### src/rtl/box_overlay_multi_if.sv
// Pixel stream handshake bundle: valid/ready flow control, start-of-frame flag and pixel data.
//   valid  producer -> consumer  pixel present
//   ready  consumer -> producer  pixel accepted when valid & ready
//   sof    producer -> consumer  pixel is (0,0) of a frame
//   data   producer -> consumer  pixel value, PIX_W bits
`timescale 1ns/1ps
interface box_overlay_multi_if #(
  parameter int unsigned PIX_W = 24
) ();
  logic             valid;
  logic             ready;
  logic             sof;
  logic [PIX_W-1:0] data;

  modport master (output valid, output sof, output data, input ready);
  modport slave  (input valid, input sof, input data, output ready);
endinterface

### src/rtl/box_overlay_multi.sv
// Streaming raster overlay: draws up to NUM_BOXES rectangular outlines (THICK pixels wide,
// drawn inward) onto a pixel stream. Box coordinates are double-buffered: cfg writes land in a
// shadow set, and a commit copies shadow->active on the next (0,0) transfer, so a box never
// tears mid-frame.
// Ports:
//   clk, reset            clock, asynchronous active-high reset
//   cfg_we/cfg_idx        write shadow entry cfg_idx (out-of-range index ignored)
//   cfg_en/x/y/w/h/color  box enable, centre, size, border colour
//   cfg_commit            request shadow->active copy at next frame start
//   in_if  (slave)        input pixel stream
//   out_if (master)       output pixel stream, one register stage
//   frame_done            pulse when last pixel of a frame is accepted
//   sync_err              pulse when in_sof arrives away from (0,0)
`timescale 1ns/1ps
module box_overlay_multi #(
  parameter int unsigned IMG_WIDTH  = 720,
  parameter int unsigned IMG_HEIGHT = 540,
  parameter int unsigned NUM_BOXES  = 4,
  parameter int unsigned THICK      = 2,
  parameter int unsigned COORD_W    = 10,
  parameter int unsigned PIX_W      = 24,
  localparam int unsigned IW        = (NUM_BOXES > 1) ? $clog2(NUM_BOXES) : 1
) (
  input  logic                clk,
  input  logic                reset,
  input  logic                cfg_we,
  input  logic [IW-1:0]       cfg_idx,
  input  logic                cfg_en,
  input  logic [COORD_W-1:0]  cfg_x,
  input  logic [COORD_W-1:0]  cfg_y,
  input  logic [COORD_W-1:0]  cfg_w,
  input  logic [COORD_W-1:0]  cfg_h,
  input  logic [PIX_W-1:0]    cfg_color,
  input  logic                cfg_commit,
  box_overlay_multi_if.slave  in_if,
  box_overlay_multi_if.master out_if,
  output logic                frame_done,
  output logic                sync_err
);

  typedef logic [COORD_W-1:0] coord_t;
  typedef logic [COORD_W+1:0] wide_t;
  typedef logic [PIX_W-1:0]   pix_t;
  typedef enum logic [0:0] {StWaitSof, StStream} state_e;

  localparam coord_t XMax = coord_t'(IMG_WIDTH - 1);
  localparam coord_t YMax = coord_t'(IMG_HEIGHT - 1);
  localparam wide_t  Th   = wide_t'(THICK);

  state_e state_q;
  coord_t x_q, y_q;
  logic   pend_q;
  logic   out_valid_q, out_sof_q;
  pix_t   out_data_q;

  logic   sh_en_q  [NUM_BOXES];
  coord_t sh_x_q   [NUM_BOXES];
  coord_t sh_y_q   [NUM_BOXES];
  coord_t sh_w_q   [NUM_BOXES];
  coord_t sh_h_q   [NUM_BOXES];
  pix_t   sh_col_q [NUM_BOXES];

  // Active set holds precomputed clamped edges, not centre/size.
  logic   act_on_q [NUM_BOXES];
  coord_t act_l_q  [NUM_BOXES];
  coord_t act_r_q  [NUM_BOXES];
  coord_t act_t_q  [NUM_BOXES];
  coord_t act_b_q  [NUM_BOXES];
  pix_t   act_col_q[NUM_BOXES];

  logic   wr_sel [NUM_BOXES];
  logic   eff_en [NUM_BOXES];
  pix_t   eff_col[NUM_BOXES];
  wide_t  lw[NUM_BOXES], rw[NUM_BOXES], tw[NUM_BOXES], bw[NUM_BOXES];
  logic   new_on [NUM_BOXES];

  logic   sel_on [NUM_BOXES];
  wide_t  sel_l[NUM_BOXES], sel_r[NUM_BOXES], sel_t[NUM_BOXES], sel_b[NUM_BOXES];
  pix_t   sel_col[NUM_BOXES];
  logic   hit    [NUM_BOXES];

  logic   in_ready, xfer, counted, origin, resync, last, copy, found;
  coord_t pos_x, pos_y, nxt_x, nxt_y;
  pix_t   pix_d;

  assign in_ready     = ~out_valid_q | out_if.ready;
  assign in_if.ready  = in_ready;
  assign out_if.valid = out_valid_q;
  assign out_if.sof   = out_sof_q;
  assign out_if.data  = out_data_q;

  // Edges from the shadow set as it will look after this cycle's write, so a write and a
  // commit issued together are both part of the copy.
  always_comb begin
    for (int i = 0; i < NUM_BOXES; i++) begin
      wr_sel[i]  = cfg_we && (cfg_idx == IW'(i));
      eff_en[i]  = wr_sel[i] ? cfg_en    : sh_en_q[i];
      eff_col[i] = wr_sel[i] ? cfg_color : sh_col_q[i];
      lw[i] = wide_t'(wr_sel[i] ? cfg_x : sh_x_q[i]);
      rw[i] = lw[i];
      tw[i] = wide_t'(wr_sel[i] ? cfg_y : sh_y_q[i]);
      bw[i] = tw[i];
      lw[i] = (lw[i] >= wide_t'((wr_sel[i] ? cfg_w : sh_w_q[i]) >> 1)) ?
              lw[i] - wide_t'((wr_sel[i] ? cfg_w : sh_w_q[i]) >> 1) : '0;
      rw[i] = rw[i] + wide_t'((wr_sel[i] ? cfg_w : sh_w_q[i]) >> 1);
      tw[i] = (tw[i] >= wide_t'((wr_sel[i] ? cfg_h : sh_h_q[i]) >> 1)) ?
              tw[i] - wide_t'((wr_sel[i] ? cfg_h : sh_h_q[i]) >> 1) : '0;
      bw[i] = bw[i] + wide_t'((wr_sel[i] ? cfg_h : sh_h_q[i]) >> 1);
      if (rw[i] > wide_t'(XMax)) rw[i] = wide_t'(XMax);
      if (bw[i] > wide_t'(YMax)) bw[i] = wide_t'(YMax);
      // Fully off-screen boxes collapse to disabled here.
      new_on[i] = eff_en[i] && (lw[i] <= rw[i]) && (tw[i] <= bw[i]);
    end
  end

  // Pixel position: an in_sof always restarts at (0,0), in or out of sync.
  always_comb begin
    xfer    = in_if.valid && in_ready;
    counted = (state_q == StStream) || in_if.sof;
    pos_x   = (state_q == StStream && !in_if.sof) ? x_q : '0;
    pos_y   = (state_q == StStream && !in_if.sof) ? y_q : '0;
    origin  = (pos_x == '0) && (pos_y == '0);
    resync  = (state_q == StStream) && in_if.sof && ((x_q != '0) || (y_q != '0));
    last    = (pos_x == XMax) && (pos_y == YMax);
    copy    = counted && origin && (pend_q || cfg_commit);
    if (pos_x == XMax) begin
      nxt_x = '0;
      nxt_y = (pos_y == YMax) ? '0 : pos_y + coord_t'(1);
    end else begin
      nxt_x = pos_x + coord_t'(1);
      nxt_y = pos_y;
    end
  end

  // Hit test; a freshly committed set already applies to the (0,0) pixel that triggers it.
  always_comb begin
    pix_d = in_if.data;
    found = 1'b0;
    for (int i = 0; i < NUM_BOXES; i++) begin
      sel_on[i]  = copy ? new_on[i]  : act_on_q[i];
      sel_l[i]   = copy ? lw[i]      : wide_t'(act_l_q[i]);
      sel_r[i]   = copy ? rw[i]      : wide_t'(act_r_q[i]);
      sel_t[i]   = copy ? tw[i]      : wide_t'(act_t_q[i]);
      sel_b[i]   = copy ? bw[i]      : wide_t'(act_b_q[i]);
      sel_col[i] = copy ? eff_col[i] : act_col_q[i];
      // Border tests add THICK on the pixel side to avoid underflow of R-THICK / B-THICK.
      hit[i] = sel_on[i] &&
               (wide_t'(pos_x) >= sel_l[i]) && (wide_t'(pos_x) <= sel_r[i]) &&
               (wide_t'(pos_y) >= sel_t[i]) && (wide_t'(pos_y) <= sel_b[i]) &&
               ((wide_t'(pos_x) < sel_l[i] + Th) || (wide_t'(pos_x) + Th > sel_r[i]) ||
                (wide_t'(pos_y) < sel_t[i] + Th) || (wide_t'(pos_y) + Th > sel_b[i]));
      if (counted && hit[i] && !found) begin
        pix_d = sel_col[i];
        found = 1'b1;
      end
    end
  end

  always_ff @(posedge clk or posedge reset) begin
    if (reset) begin
      state_q     <= StWaitSof;
      x_q         <= '0;
      y_q         <= '0;
      pend_q      <= 1'b0;
      out_valid_q <= 1'b0;
      out_sof_q   <= 1'b0;
      out_data_q  <= '0;
      frame_done  <= 1'b0;
      sync_err    <= 1'b0;
      for (int i = 0; i < NUM_BOXES; i++) begin
        sh_en_q[i]   <= 1'b0;
        sh_x_q[i]    <= '0;
        sh_y_q[i]    <= '0;
        sh_w_q[i]    <= '0;
        sh_h_q[i]    <= '0;
        sh_col_q[i]  <= '0;
        act_on_q[i]  <= 1'b0;
        act_l_q[i]   <= '0;
        act_r_q[i]   <= '0;
        act_t_q[i]   <= '0;
        act_b_q[i]   <= '0;
        act_col_q[i] <= '0;
      end
    end else begin
      frame_done <= 1'b0;
      sync_err   <= 1'b0;
      for (int i = 0; i < NUM_BOXES; i++) begin
        if (wr_sel[i]) begin
          sh_en_q[i]  <= cfg_en;
          sh_x_q[i]   <= cfg_x;
          sh_y_q[i]   <= cfg_y;
          sh_w_q[i]   <= cfg_w;
          sh_h_q[i]   <= cfg_h;
          sh_col_q[i] <= cfg_color;
        end
      end
      if (xfer && copy) begin
        pend_q <= 1'b0;
        for (int i = 0; i < NUM_BOXES; i++) begin
          act_on_q[i]  <= new_on[i];
          act_l_q[i]   <= coord_t'(lw[i]);
          act_r_q[i]   <= coord_t'(rw[i]);
          act_t_q[i]   <= coord_t'(tw[i]);
          act_b_q[i]   <= coord_t'(bw[i]);
          act_col_q[i] <= eff_col[i];
        end
      end else if (cfg_commit) begin
        pend_q <= 1'b1;
      end
      if (xfer) begin
        out_valid_q <= 1'b1;
        out_data_q  <= pix_d;
        out_sof_q   <= counted && origin;
        if (counted) begin
          state_q    <= StStream;
          x_q        <= nxt_x;
          y_q        <= nxt_y;
          frame_done <= last;
          sync_err   <= resync;
        end
      end else if (out_if.ready) begin
        out_valid_q <= 1'b0;
      end
    end
  end

endmodule

### src/flat_wrapper.sv
// flat-port wrapper written by rule: the top's interface ports become plain ports
module box_overlay_multi_flat 
#(
  parameter int unsigned IMG_WIDTH  = 720,
  parameter int unsigned IMG_HEIGHT = 540,
  parameter int unsigned NUM_BOXES  = 4,
  parameter int unsigned THICK      = 2,
  parameter int unsigned COORD_W    = 10,
  parameter int unsigned PIX_W      = 24,
  localparam int unsigned IW        = (NUM_BOXES > 1) ? $clog2(NUM_BOXES) : 1
)
  (clk, reset, cfg_we, cfg_idx, cfg_en, cfg_x, cfg_y, cfg_w, cfg_h, cfg_color, cfg_commit, frame_done, sync_err, in_if_valid, in_if_sof, in_if_data, in_if_ready, out_if_valid, out_if_sof, out_if_data, out_if_ready);
  box_overlay_multi_if #(.PIX_W(PIX_W)) in_if_i ();
  box_overlay_multi_if #(.PIX_W(PIX_W)) out_if_i ();
  input  logic clk;
  input  logic reset;
  input  logic cfg_we;
  input  logic [IW-1:0] cfg_idx;
  input  logic cfg_en;
  input  logic [COORD_W-1:0] cfg_x;
  input  logic [COORD_W-1:0] cfg_y;
  input  logic [COORD_W-1:0] cfg_w;
  input  logic [COORD_W-1:0] cfg_h;
  input  logic [PIX_W-1:0] cfg_color;
  input  logic cfg_commit;
  output logic frame_done;
  output logic sync_err;
  input wire logic [$bits(in_if_i.valid)-1:0] in_if_valid;
  input wire logic [$bits(in_if_i.sof)-1:0] in_if_sof;
  input wire logic [$bits(in_if_i.data)-1:0] in_if_data;
  output wire logic [$bits(in_if_i.ready)-1:0] in_if_ready;
  output wire logic [$bits(out_if_i.valid)-1:0] out_if_valid;
  output wire logic [$bits(out_if_i.sof)-1:0] out_if_sof;
  output wire logic [$bits(out_if_i.data)-1:0] out_if_data;
  input wire logic [$bits(out_if_i.ready)-1:0] out_if_ready;
  assign in_if_i.valid = in_if_valid;
  assign in_if_i.sof = in_if_sof;
  assign in_if_i.data = in_if_data;
  assign in_if_ready = in_if_i.ready;
  assign out_if_valid = out_if_i.valid;
  assign out_if_sof = out_if_i.sof;
  assign out_if_data = out_if_i.data;
  assign out_if_i.ready = out_if_ready;
  box_overlay_multi #(.IMG_WIDTH(IMG_WIDTH), .IMG_HEIGHT(IMG_HEIGHT), .NUM_BOXES(NUM_BOXES), .THICK(THICK), .COORD_W(COORD_W), .PIX_W(PIX_W)) u_core (.clk(clk), .reset(reset), .cfg_we(cfg_we), .cfg_idx(cfg_idx), .cfg_en(cfg_en), .cfg_x(cfg_x), .cfg_y(cfg_y), .cfg_w(cfg_w), .cfg_h(cfg_h), .cfg_color(cfg_color), .cfg_commit(cfg_commit), .in_if(in_if_i), .out_if(out_if_i), .frame_done(frame_done), .sync_err(sync_err));
endmodule
### config.mk
export PLATFORM = sky130hd
export DESIGN_NAME = box_overlay_multi_flat
export DESIGN_NICKNAME = d
export VERILOG_FILES = /design/src/rtl/box_overlay_multi_if.sv /design/src/rtl/box_overlay_multi.sv /design/src/flat_wrapper.sv
export SDC_FILE = /design/constraint.sdc
export NUM_CORES = 2
export LEC_CHECK = 0
export CORE_UTILIZATION = 45
export CTS_CLUSTER_SIZE = 25
export DETAILED_ROUTE_END_ITERATION = 7
export DONT_BUFFER_PORTS = 1
export PLACE_DENSITY = 0.61
export SYNTH_ARGS = -nofsm -noshare
export SYNTH_HDL_FRONTEND = slang
export SYNTH_SLANG_ARGS = --single-unit
### constraint.sdc
create_clock -name clk -period 24.3 [get_ports clk]
set_clock_uncertainty 0.1 [all_clocks]
set_input_delay 3.645 -clock clk [delete_from_list [all_inputs] [get_ports clk]]
set_output_delay 3.645 -clock clk [all_outputs]
set_load 0.03 [all_outputs]
# Word level (Yosys, flattened, before mapping)
# Index checks and enable logic that the tools add are counted.
[totals] regBits=570 inputBits=98 out_inout_bits=29
[classes] add_sub_neg=28 order_cmp=56 n_eq_ne=5 mux=84 n_bitwise=2 reduce_logical=75
[ops] cell="two-way mux 12 bit" n=32
[ops] cell="two-way mux 24 bit" n=12
[ops] cell="two-way mux 10 bit" n=21
[ops] cell="adder 12 x 11 -> 12 bit" n=8
[ops] cell="adder 12 x 2 -> 12 bit (second input constant)" n=8
[ops] cell=">= comparator 10 x 12 -> 1 bit" n=8
[ops] cell="> comparator 12 x 10 -> 1 bit (second input constant)" n=8
[ops] cell="> comparator 12 bit" n=8
[ops] cell="less-or-equal comparator 10 x 12 -> 1 bit" n=8
[ops] cell="less-or-equal comparator 12 bit" n=8
[ops] cell="less-than comparator 10 x 12 -> 1 bit" n=8
[ops] cell="subtractor 12 x 11 -> 12 bit" n=8
[ops] cell=">= comparator 12 x 11 -> 1 bit" n=6
[ops] cell="logical AND 1 bit" n=48
[ops] cell=">= comparator 12 x 9 -> 1 bit" n=2
[ops] cell="adder 10 x 2 -> 11 bit (second input constant)" n=2
[ops] cell="adder 10 x 1 -> 10 bit (second input constant)" n=2
[ops] cell="== test 10 bit (second input constant)" n=2
[ops] cell="zero test 10 bit" n=2
[ops] cell="nonzero test 10 bit" n=2
[ops] cell="two-way mux 1 bit" n=19
[ops] cell="logical OR 1 bit" n=15
[ops] cell="== test 2 bit (second input constant)" n=2
[ops] cell="zero test 1 bit" n=4
[ops] cell="6 further kinds" n=7

# Longest topological paths before layout
[depth] word_depth=26 mapped_depth=39 mapped_depth_nobuf=31

# Worst setup path after synthesis
# No wires, ideal clock.
[synth_path] path_type="in2reg" from="input cfg_idx[0]" to="register u_core.out_data_q[11] (netlist: u_core.out_if.data[11])" setup_ps=80 t_arrival_ps=10653 required_ps=24120 path_slack_ps=13467 cell_stages=33 cell_sequence="nand3b_1 -> buf_2 -> buf_1 -> buf_1 -> mux2i_1 -> inv_1 -> ha_1 -> a21oi_1 -> o21bai_1 -> a21oi_1 -> o21bai_1 -> a21oi_1 -> o21bai_1 -> xnor2_1 -> o211ai_1 -> nand2b_1 -> maj3_1 -> o21ai_0 -> clkbuf_1 -> o2bb2ai_1 -> ha_1 -> and3_1 -> a221o_1 -> a211oi_1 -> o211ai_1 -> or3_1 -> a31o_1 -> o31a_2 -> a21oi_4 -> nand4_4 -> buf_6 -> a211o_1 -> o211ai_2"
[synth_via] elab_chain_len=26 elab_cells_between_ends=209
[synth_lines] element="start, declared" line="flat_wrapper.sv:18" rtl="input logic [IW-1:0] cfg_idx;"
[synth_lines] element="zero test 2 bit" line="box_overlay_multi.sv:96" rtl="wr_sel[i] = cfg_we && (cfg_idx == IW'(i));"
[synth_lines] element="logical AND 1 bit" line="box_overlay_multi.sv:96"
[synth_lines] element="two-way mux 10 bit (on tied branches)"
[synth_lines] element="adder 12 x 11 -> 12 bit" line="box_overlay_multi.sv:105" rtl="rw[i] = rw[i] + wide_t'((wr_sel[i] ? cfg_w : sh_w_q[i]) >> 1);"
[synth_lines] element="> comparator 12 x 10 -> 1 bit" line="box_overlay_multi.sv:109" rtl="if (rw[i] > wide_t'(XMax)) rw[i] = wide_t'(XMax);"
[synth_lines] element="two-way mux 12 bit" line="box_overlay_multi.sv:109"
[synth_lines] element="less-or-equal comparator 12 bit" line="box_overlay_multi.sv:112" rtl="new_on[i] = eff_en[i] && (lw[i] <= rw[i]) && (tw[i] <= bw[i]);"
[synth_lines] element="logical AND 1 bit (2 in series)" line="box_overlay_multi.sv:112"
[synth_lines] element="[... 9 more ...]"
[synth_lines] element="logical AND 1 bit" line="box_overlay_multi.sv:152" rtl="if (counted && hit[i] && !found) begin"
[synth_lines] element="two-way mux 1 bit" line="box_overlay_multi.sv:152"
[synth_lines] element="zero test 1 bit" line="box_overlay_multi.sv:152"
[synth_lines] element="logical AND 1 bit" line="box_overlay_multi.sv:152"
[synth_lines] element="two-way mux 1 bit" line="box_overlay_multi.sv:152"
[synth_lines] element="zero test 1 bit" line="box_overlay_multi.sv:152"
[synth_lines] element="logical AND 1 bit" line="box_overlay_multi.sv:152"
[synth_lines] element="two-way mux 24 bit (*)" line="box_overlay_multi.sv:152"
[synth_lines] element="end signal, assigned" line="box_overlay_multi.sv:212" rtl="out_data_q <= pix_d;"
[synth_lines] element="end, declared" line="box_overlay_multi.sv:54" rtl="pix_t out_data_q;"
# Every way passes the cells marked *; elsewhere a longest branch is shown, timed or not.
# A chain may end at the register's enable or synchronous reset.

# Final worst setup path
[layout_path] from="input cfg_idx[1]" to="register u_core.out_data_q[22] (netlist: u_core.out_if.data[22])"
# The elaborated chain is that of the path after synthesis.

==> results.toml <==
[die]
chipWidth_um = 319.8
die_h_um = 319.8
initial_core_util_pct = 45.39
dieArea_um2 = 102300
io_pins = 127
num_rows = 116
coreArea_um2 = 100100

[global_routing]
grt.overflow.total = 0
use_met2_pct = 42.18
grt_max_degree = 218
grt.busiest_layer = "met2"
grt_usage_pct = 24.91
antenna_found_initial = 5
use_met3_pct = 3.331
grt_pass1_vias = 36000
grt_pass1_wl_um = 202900
grt_use_met1_pct = 33.17

[yosys]
synth_edf_count = 0
synth_ff_type = "dfrtp_1"
synth-xor-area-share_pct = 2.833
synth-simple-area-share_pct = 15.58
async_reset_ff_share_pct = 100.0
synth_compound_area_share_pct = 19.52
synth_top_family_by_area = "compound AO/OA/AOI/OAI gates"
synth-seq-cells = 562
synthMuxAreaShare_pct = 9.522
avgSynthCellArea_um2 = 8.855
synthAdderAreaFrac_pct = 16.11
synthesis.instances = 5133
syn-cell-area_um2 = 45450
synth.distinct_cells = 117
synth_seq_area_share_pct = 30.94
ys_warn_count = 0

[worst_hold_path]
min_path_cells = 2
hold_path_class = "register to register"
min_from = "u_core.act_l_q[35]"

[critical_path]
cp-start-kind = "input port"
r2r_cells = 28
crit_type = "input port to register"
cp.arrival_ps = 13040
r2r-end = "u_core.out_if.data[16]"
cp_max_fo = 50
critPathLaunch = "cfg_idx[1]"
r2r-start = "u_core.state_q"
worst_path_largest_cell_delay_ps = 730
ff2ff_setup_slack_ps = 15330
cp_slowest_cell = "nand3_2"
end_kind = "register"
endpoint = "u_core.out_if.data[22]"
required_ps = 24750

[final_layout]
fill_cells = 9558
finish.net_count = 5710
final_cell_count_no_fill = 6393
multiInputGateArea_um2 = 29020
drive_gt1_share_pct = 11.18
final_cell_area_um2 = 49100
area_delta_synth_final_pct = 8.035
seqCellArea_um2 = 14060

[power_and_ir_drop]
power_density_nw_per_um2 = 108.6
power.leakage_uw = 0.02342
vdd_drop_max_v = 0.00006818

[clock_tree]
cts_made_buffers = 70
clockBufferDepth = 3
cts_tree = "yes"
clkLatencyLatePin_ps = 660
cts_setup_buffers = 0
h-tree-depth = 3
ctsResizeCount = 0
cts_root_buffer = "clkbuf_16"
clkTransAtPathRegs_ps = 60
holdBufCountCts = 0
cts_num_sinks = 562

[detailed_routing]
dr.first_iter.drc_count = 2378
via_count = 37150
wl_per_cell_um = 20.09
drtAntennaViolNets = 0
vias_per_cell = 5.811
drc_errors = 0
first_pass_iters = 5
routed_wl_um = 128500

[sta]
whs_ps = 371.8
fmax_mhz = 79.41
setup_violations = 0
min_period_over_period_pct = 51.82
slew_violations = 0
finalHoldViolCount = 0
final.setup.tns_ps = 0
slew-limit-headroom_pct = 21.32
rsz0062_at_grt = "no"
tightest_slew_ps = 1180
min_period_ps = 12590

[run_status]
status = "finished clean"

[place]
dpl.hpwl_um = 92500
placed_cell_area_um2 = 46660
dp_cells = 6264
port-buffer-count = 0
gp_congestion = 0.9120

[job]
cap_violations = 0
critical path, delay by kind of cell:
kind	cells	cell delay [ps]
compound gates	13	3180
buf+inv	3	1670
fa+ha+maj	2	650
simple gates	12	3280
mux	1	430
routing by layer:
metal | vias to the layer above | wire [um]
met5 | - | 0
met4 | 0 | 2861
met3 | 169 | 7185
met2 | 835 | 60410
met1 | 18020 | 58010
li1 | 18120 | -
worst min path at each step:
| stage | endpoint | slack (ps) |
|---|---|---|
| 6_report | u_core.act_l_q[35] | 370 |
| 3_5_place_dp | u_core.act_l_q[35] | 360 |
| 5_1_grt | u_core.act_l_q[9] | 390 |
| 2_1_floorplan | u_core.act_l_q[35] | 340 |
| 3_3_place_gp | u_core.act_l_q[35] | 350 |
| 4_1_cts | u_core.act_l_q[9] | 370 |
Yosys cell counts, types with 19 or more instances:
master     instances  area share, %
a31oi_1           37           0.51
o211ai_1          38           0.63
mux2_2           256            6.3
o2111ai_1         29           0.56
a21oi_1          294            3.2
nand2b_1          76            1.0
mux2i_1          137            3.0
a21o_1            63            1.0
o221a_2           23           0.57
nor4_1            22           0.30
and3_1            33           0.45
ha_1             558             15
or2_2             26           0.36
buf_1             36           0.30
or3_1             19           0.26
a211oi_1          32           0.53
o21a_1            56           0.92
dfrtp_1          562             31
nand2_1          569            4.7
o21bai_1          43           0.71
nand4_1           49           0.67
xnor2_1          111            2.1
nor2_1           386            3.2
and2_1            37           0.51
o211ai_2          20           0.55
o31ai_1           24           0.40
nor3_1            90           0.99
nor2b_1           61           0.84
clkbuf_1         153            1.3
xor2_1            36           0.69
o21ai_0          371            4.1
buf_2             30           0.33
nand3_1           72           0.79
a211o_1           39           0.75
inv_1            386            3.2
area by class of cell:
| type | count | area share, % |
|---|---|---|
| Clock inverter | 30 | 0.9683 |
| Inverter | 389 | 2.989 |
| Multi-Input combinational cell | 3961 | 59.10 |
| Timing Repair Buffer | 54 | 0.9784 |
| Clock buffer | 92 | 3.983 |
| Sequential cell | 562 | 28.64 |
| Tap cell | 1298 | 3.307 |
| Antenna cell | 7 | 0.03567 |
cell usage in the layout, fill, tap and decap left out, types with 37 or more instances in the layout:
| cell type | synthesis | routed |
|---|---|---|
| nor2_1 | 386 | 385 |
| o21a_1 | 56 | 56 |
| mux2i_1 | 137 | 137 |
| o21bai_1 | 43 | 43 |
| o21ai_0 | 371 | 370 |
| clkbuf_16 | 0 | 71 |
| nand2_1 | 569 | 567 |
| a21o_1 | 63 | 63 |
| nand2b_1 | 76 | 76 |
| dfrtp_1 | 562 | 562 |
| a31oi_1 | 37 | 37 |
| xnor2_1 | 111 | 111 |
| nor2b_1 | 61 | 60 |
| and2_1 | 37 | 37 |
| nand3_1 | 72 | 71 |
| inv_1 | 386 | 385 |
| mux2_2 | 256 | 256 |
| nand4_1 | 49 | 49 |
| nor3_1 | 90 | 90 |
| o211ai_1 | 38 | 38 |
| a211o_1 | 39 | 38 |
| buf_4 | 3 | 48 |
| ha_1 | 558 | 558 |
| a21oi_1 | 294 | 294 |
report_power, final:
part           switching, uW  internal, uW
registers                160          1220
clock network            451           659
logic                   1740          1110
flip-flops by register name (all words and copies together) (netlist names), 4 cells and up:
signal,cells
u_core.act_b_q,40
u_core.act_col_q,96
u_core.act_l_q,40
u_core.act_on_q,4
u_core.act_r_q,40
u_core.act_t_q,40
u_core.out_if.data,24
u_core.sh_col_q,96
u_core.sh_en_q,4
u_core.sh_h_q,36
u_core.sh_w_q,36
u_core.sh_x_q,40
u_core.sh_y_q,40
u_core.x_q,10
u_core.y_q,10
through the flow:
step	utilization, %	worst slack (ps)	power, uW
6_report	49.03	11710	5334
5_1_grt	49.02	10900	5793
2_1_floorplan	-	4838	3525
3_3_place_gp	46.59	11180	4151
3_5_place_dp	46.59	11110	4214
4_1_cts	49.02	11770	5357
kinds of logic after synthesis:
logic type / after synthesis
simple gates: 1515
compound gates: 1310
buf+inv: 625
fa+ha+maj: 576
flops: 562
mux: 397
xor+xnor: 147
other cells: 1
Power figures use the tool's default switching activity.
